`config.mk`:
```
export PLATFORM = sky130hd
export DESIGN_NAME = uart_cmd_parser
export DESIGN_NICKNAME = d
export VERILOG_FILES = /design/src/rtl/uart_cmd_parser.sv
export SDC_FILE = /design/constraint.sdc
export NUM_CORES = 1
export LEC_CHECK = 0
export ABC_AREA = 1
export BUFFER_PORTS_ARGS = -buffer_cell sky130_fd_sc_hd__buf_4
export CAP_MARGIN = 10
export CORE_MARGIN = 5
export CORE_UTILIZATION = 48
export DETAILED_ROUTE_END_ITERATION = 10
export GPL_ROUTABILITY_DRIVEN = 0
export PLACE_DENSITY = 0.86
export SKIP_CTS_REPAIR_TIMING = 1
export SYNTH_ARGS = -nofsm -noshare
export SYNTH_HDL_FRONTEND = slang
export SYNTH_SLANG_ARGS = --single-unit
```
`constraint.sdc`:
```
create_clock -name CLK -period 1.4 [get_ports CLK]
set_clock_uncertainty 0.1 [all_clocks]
set_input_delay 0.07 -clock CLK [delete_from_list [all_inputs] [get_ports CLK]]
set_output_delay 0.07 -clock CLK [all_outputs]
set_load 0.005 [all_outputs]
```
`src/rtl/uart_cmd_parser.sv`:
```
// Receive-side command parser: assembles opcode/payload frames from the UART byte
// stream and issues one-cycle register-file and ALU requests.
//
// state   | meaning
// IDLE    | waiting for an opcode byte
// WR_ADDR | write frame, expecting address byte
// WR_DATA | write frame, expecting data byte
// RD_ADDR | read frame, expecting address byte
// OP_A    | ALU frame, expecting operand A
// OP_B    | ALU frame, expecting operand B
// OP_FUN  | ALU frame, expecting function code
module uart_cmd_parser #(
    parameter int DATA_WIDTH = 8,
    parameter int ADDR_WIDTH = 4,
    parameter int TIMEOUT    = 1024
) (
    input  logic                  CLK,
    input  logic                  RST,
    input  logic [DATA_WIDTH-1:0] RX_P_DATA,
    input  logic                  RX_D_VLD,
    output logic [ADDR_WIDTH-1:0] RF_Address,
    output logic [DATA_WIDTH-1:0] RF_WrData,
    output logic                  RF_WrEn,
    output logic                  RF_RdEn,
    output logic [DATA_WIDTH-1:0] ALU_A,
    output logic [DATA_WIDTH-1:0] ALU_B,
    output logic [3:0]            ALU_FUN,
    output logic                  ALU_EN,
    output logic                  CMD_ERR,
    output logic                  BUSY
);

    typedef enum logic [2:0] {
        IDLE, WR_ADDR, WR_DATA, RD_ADDR, OP_A, OP_B, OP_FUN
    } state_t;

    localparam int CNT_W = (TIMEOUT > 2) ? $clog2(TIMEOUT) : 1;
    localparam logic [CNT_W-1:0] CNT_LAST = CNT_W'(TIMEOUT - 1);

    localparam logic [DATA_WIDTH-1:0] OPC_WR  = DATA_WIDTH'(8'hAA);
    localparam logic [DATA_WIDTH-1:0] OPC_RD  = DATA_WIDTH'(8'hBB);
    localparam logic [DATA_WIDTH-1:0] OPC_ALU = DATA_WIDTH'(8'hCC);
    localparam logic [DATA_WIDTH-1:0] OPC_FUN = DATA_WIDTH'(8'hDD);

    state_t           state;
    logic [CNT_W-1:0] gap_cnt;
    logic             addr_ok;
    logic             fun_ok;

    // Address and function bytes are rejected if they carry bits beyond their field.
    assign addr_ok = (RX_P_DATA[DATA_WIDTH-1:ADDR_WIDTH] == '0);
    assign fun_ok  = (RX_P_DATA[DATA_WIDTH-1:4] == '0);

    always_ff @(posedge CLK) begin
        if (RST) begin
            state      <= IDLE;
            gap_cnt    <= '0;
            RF_Address <= '0;
            RF_WrData  <= '0;
            RF_WrEn    <= 1'b0;
            RF_RdEn    <= 1'b0;
            ALU_A      <= '0;
            ALU_B      <= '0;
            ALU_FUN    <= '0;
            ALU_EN     <= 1'b0;
            CMD_ERR    <= 1'b0;
            BUSY       <= 1'b0;
        end else begin
            RF_WrEn <= 1'b0;
            RF_RdEn <= 1'b0;
            ALU_EN  <= 1'b0;
            CMD_ERR <= 1'b0;
            if (RX_D_VLD) begin
                gap_cnt <= '0;
                case (state)
                    IDLE: begin
                        case (RX_P_DATA)
                            OPC_WR:  begin state <= WR_ADDR; BUSY <= 1'b1; end
                            OPC_RD:  begin state <= RD_ADDR; BUSY <= 1'b1; end
                            OPC_ALU: begin state <= OP_A;    BUSY <= 1'b1; end
                            OPC_FUN: begin state <= OP_FUN;  BUSY <= 1'b1; end
                            default: CMD_ERR <= 1'b1;
                        endcase
                    end
                    WR_ADDR: begin
                        if (addr_ok) begin
                            RF_Address <= RX_P_DATA[ADDR_WIDTH-1:0];
                            state      <= WR_DATA;
                        end else begin
                            state   <= IDLE;
                            BUSY    <= 1'b0;
                            CMD_ERR <= 1'b1;
                        end
                    end
                    WR_DATA: begin
                        RF_WrData <= RX_P_DATA;
                        RF_WrEn   <= 1'b1;
                        state     <= IDLE;
                        BUSY      <= 1'b0;
                    end
                    RD_ADDR: begin
                        if (addr_ok) begin
                            RF_Address <= RX_P_DATA[ADDR_WIDTH-1:0];
                            RF_RdEn    <= 1'b1;
                        end else begin
                            CMD_ERR <= 1'b1;
                        end
                        state <= IDLE;
                        BUSY  <= 1'b0;
                    end
                    OP_A: begin
                        ALU_A <= RX_P_DATA;
                        state <= OP_B;
                    end
                    OP_B: begin
                        ALU_B <= RX_P_DATA;
                        state <= OP_FUN;
                    end
                    OP_FUN: begin
                        if (fun_ok) begin
                            ALU_FUN <= RX_P_DATA[3:0];
                            ALU_EN  <= 1'b1;
                        end else begin
                            CMD_ERR <= 1'b1;
                        end
                        state <= IDLE;
                        BUSY  <= 1'b0;
                    end
                    default: begin
                        state <= IDLE;
                        BUSY  <= 1'b0;
                    end
                endcase
            end else if (state != IDLE) begin
                // A byte arriving in the terminal cycle is taken above, so it beats the timeout.
                if (gap_cnt == CNT_LAST) begin
                    state   <= IDLE;
                    BUSY    <= 1'b0;
                    CMD_ERR <= 1'b1;
                    gap_cnt <= '0;
                end else begin
                    gap_cnt <= gap_cnt + 1'b1;
                end
            end
        end
    end

endmodule

```
Word-level counts from Yosys, hierarchy flattened --
Index checks and enable logic that the tools add are counted.
Word-level totals: output and inout port bits 37, bits in registers 50, input bits 11
Operators by class: bitwise gates (word level) 3, add/sub/neg operators 1, reduce and logical (&&, ||, !) cells 20, mux-type cells 21, equality and inequality tests 15
Operators by type and width (count):
- == test 8 bit, second input constant | 4
- case mux 3 bit (4 select lines) | 2
- two-way mux 1 bit | 12
- adder 10 x 1 -> 10 bit, second input constant | 1
- == test 10 bit, second input constant | 1
- two-way mux 10 bit | 1
- == test 3 bit, second input constant | 3
- two-way mux 3 bit | 3
- AND reduction 3 bit | 3
- OR reduction 3 bit | 3
- OR reduction 2 bit | 4
- == test 3 x 2 -> 1 bit, second input constant | 2
- != test 3 bit, second input constant | 2
- != test 6 x 2 -> 1 bit, second input constant | 1
- AND reduction 2 bit | 3
- AND reduction 5 bit | 1
- logical NOT 4 bit | 1
- nonzero test 2 bit | 2
- OR reduction 4 bit | 1
- == test 3 x 1 -> 1 bit, second input constant | 1
- logical NOT 3 bit | 1
- NOT 1 bit | 3
- case mux 1 bit (3 select lines) | 1
- nonzero test 3 bit | 1
- other kinds (3) | 3

Depth between registers and ports, before layout --
depth after elaboration 5, gate-level depth with buffers 10, mapped depth without buffers 9

Worst setup path before layout --
Ideal clock, no wire load.
path type reg2reg, from register gap_cnt[0], to register state[0], arrival time 1262 ps, path buffers 0, library setup time 115 ps, setup slack -78 ps, period minus slack after synthesis 1478 ps, stages on the path, launching flop included 9, cell sequence dfxtp_1 ha_1 nand3_2 nor2_4 nand3_2 nand2_4 nand2_1 o21ai_1 nor2_1
Between the ends: word-level cells in the longest chain between the ends 3
RTL lines:
- from (decl) | line 46 | logic [CNT_W-1:0] gap_cnt;
- from (signal assigned) | line 142 | gap_cnt <= gap_cnt + 1'b1;
- == test 10 bit | line 136 | if (gap_cnt == CNT_LAST) begin
- nonzero test 2 bit (no source line)
- AND reduction 3 bit (no source line)
- to (signal assigned) | line 126 | state <= IDLE;
- to (signal assigned) | line 130 | state <= IDLE;
- to (signal assigned) | line 137 | state <= IDLE;
- to (decl) | line 45 | state_t state;
Every way passes these cells. A chain may end at the register's enable or synchronous reset.

Worst setup path after layout --
from register gap_cnt[0], to register gap_cnt[6]
Between the ends: word-level cells in the longest chain between the ends 2, elaborated cells on any way between the ends 3
RTL lines (line):
- adder 10 x 1 -> 10 bit / == test 10 bit (equally long branches) | 142, 136
- two-way mux 10 bit * | 136
Mark *: on every way between the ends. The rest lies on a longest branch, timed or not.

==> flow_summary.ini <==
[global_route]
grt_remaining_overflow = 0
antenna_found_initial = 0
grt_pass1_vias = 2049
grtUsageTotal = 0.189
grt_pass1_wl_mm = 9.50
grt_max_degree = 23

[drt]
wl_per_cell_microns = 14.6
dr_total_vias = 2290
drt_wl_total_mm = 6.17
dr.pass1.iters = 5
via_per_inst = 5.43
drtAntennaViolNets = 0
drt_iter0_drc = 244
route.detailed.drc = 0

[power_and_ir_drop]
pwr-share-clk = 0.372
power_mw = 2.75
ir_drop_v = 0.000556
p_comb_frac = 0.105
seqPwrFrac = 0.523
switchingPower_mw = 0.667
power.density_nw_per_um2 = 901
leakage_nw = 1.28
p_int_mw = 2.08
switching_share = 0.243

[critical_path]
arrival_ns = 1.49
start_kind = register
worst-path-buf-inv = 1
cp_max_fo = 3
cp.depth = 5
worst_setup_path_end_kind = register
crit_family = simple AND/OR/NAND/NOR gates
rr_worst_depth = 5
worstSetupPathType = register to register
slowest_delay_ns = 0.36
path_cells = ha_4 -> nand3_4 -> buf_4 -> nor4_1 -> nor3_1
required_ns = 1.49
cp_slowest_cell = dfxtp_2

[place]
io_buffer_count = 47
pre_cts_ws_ns = -0.00534
dpl.hpwl_mm = 4.09

[floorplan]
initial_core_util = 0.501
core.rowCount = 24
die_area_sq_um = 6020
core-area_sq_um = 4380
die_w_microns = 77.6
chipHeight_microns = 77.6
ios = 48

[timing]
slew_viol_final = 0
finalSetupViolCount = 0
maxSlewHeadroom = 0.762
min_period_ns = 1.39
fmax_ghz = 0.718
finalHoldViolCount = 6
finalWorstSetupSlack_ns = 0.00806
post-route-period-util = 0.994
rsz0062_at_grt = true
worst_slew_pin_slew_ns = 0.353
finalHoldWorstSlack_ns = -0.0246
setup_tns_ns = 0

[logic_synthesis]
synth_top_area_frac = 0.456
ys_seq_area_frac = 0.456
ys.flop_type = dfxtp_1
synthesis.area_sq_um = 2190
syn_inst = 289
synth.avg_cell_area_sq_um = 7.59
post-synth-top-count-cell = nand2_1
synth_edf_count = 0
yosys_register_bits = 50
syn-num-nets = 301
synth.distinct_cells = 35
yosysWarnings = 0
async_reset_ff_frac = 0
synth.top_cells.by_count = nand2_1 (63), dfxtp_1 (50), a21oi_1 (35), nor2_1 (34), nand3_1 (25)
yosys.area.top_type = dfxtp_1
synthTopCellsByArea = dfxtp_1 (46%), nand2_1 (11%), a21oi_1 (8.0%), nor2_1 (5.8%), nand3_1 (5.7%)

[finish]
multi_input_area_sq_um = 1120
layout-drive-gt1-share = 0.332
syn_to_final_growth_pct = 39.1
fillers = 322
seqCellArea_sq_um = 1010
nets = 382
diodes = 0
final_util = 0.696

[clocking]
cts_buffers = 5
clk_latency_ns = 0.31
cts_buffer_depth = 2
cts_htree_levels = 2
cts_tree = done
clockRootBuffer = clkbuf_8
cts_sinks = 50
cts.clk_slew.worst_paths_ns = 0.09

[run_status]
status = complete, but fails checks
violations = negative hold slack

[min_path]
holdPathStages = 3
hold_path.class = primary input to register

[job]
max-cap-violations = 0
==> cells by family after synthesis <==
kind of cell,count (synthesis),share of synthesized area
simple gates,149,0.338
compound gates,57,0.135
flops,50,0.456
buf+inv,30,0.0581
xor+xnor,2,0.00798
fa+ha+maj,1,0.00570
==> state kept, by name, indices dropped and copies added, names as in the netlist <==
signal,cells
gap_cnt,10
ALU_A,8
ALU_B,8
RF_WrData,8
ALU_FUN,4
RF_Address,4
state,3
ALU_EN,1
BUSY,1
CMD_ERR,1
RF_RdEn,1
RF_WrEn,1
==> layout make-up <==
type | count | area share
timing repair buffer | 83 | 0.216
clock inverter | 2 | 0.0127
tap | 52 | 0.0213
sequential | 50 | 0.332
multi-input combinational | 209 | 0.368
inverter | 21 | 0.0275
clock buffer | 5 | 0.0226
==> power by group through the flow <==
stage / combinational [mW] / sequential [mW] / clock, mW
floorplan: 0.133 / 1.47 / 0
global placement: 0.228 / 1.47 / 0
detailed placement: 0.230 / 1.47 / 0
CTS: 0.231 / 1.44 / 1.02
finish: 0.289 / 1.44 / 1.02
global route: 0.313 / 1.44 / 1.09
==> metal layers <==
layer	GRT usage	part of all wire
met5	0	0
met4	0.0464	0.018
met3	0.0498	0.074
met2	0.307	0.50
met1	0.251	0.40
==> through the flow <==
| stage | instance area (sq um) | cells |
|---|---|---|
| floorplan | 2210 | 289 |
| detailed placement | 2710 | 396 |
| global route | 3050 | 422 |
| CTS | 2810 | 403 |
| finish | 3050 | 422 |
| global placement | 2710 | 396 |
==> cells in the final DEF, fill, tap and decap left out, types with 5 or more instances in the layout <==
master and instances:
clkbuf_8 5, nor2_1 31, nand2_2 8, dlygate4sd3_1 13, buf_4 69, inv_1 15, o21ai_0 17, dfxtp_1 42
dfxtp_2 7, nand3_1 24, nand2_1 56, a21oi_1 35, nor2_2 6
==> path summary, 6_finish.rpt <==
check | startpoint | to | slack (ns)
setup reg to reg | gap_cnt[0] | gap_cnt[6] | 0.008
hold / removal | RX_D_VLD | state[1] | -0.02
hold reg to reg | ALU_B[4] | ALU_B[4] | 0.37
setup / recovery | gap_cnt[0] | gap_cnt[6] | 0.008
==> worst reg2reg max path, stage by stage (launching register included) <==
cell,delay (ns)
dfxtp_2,0.36
ha_4,0.16
nand3_4,0.11
buf_4,0.15
nor4_1,0.32
nor3_1,0.08
Note: power is estimated with default switching activity, not from simulation.
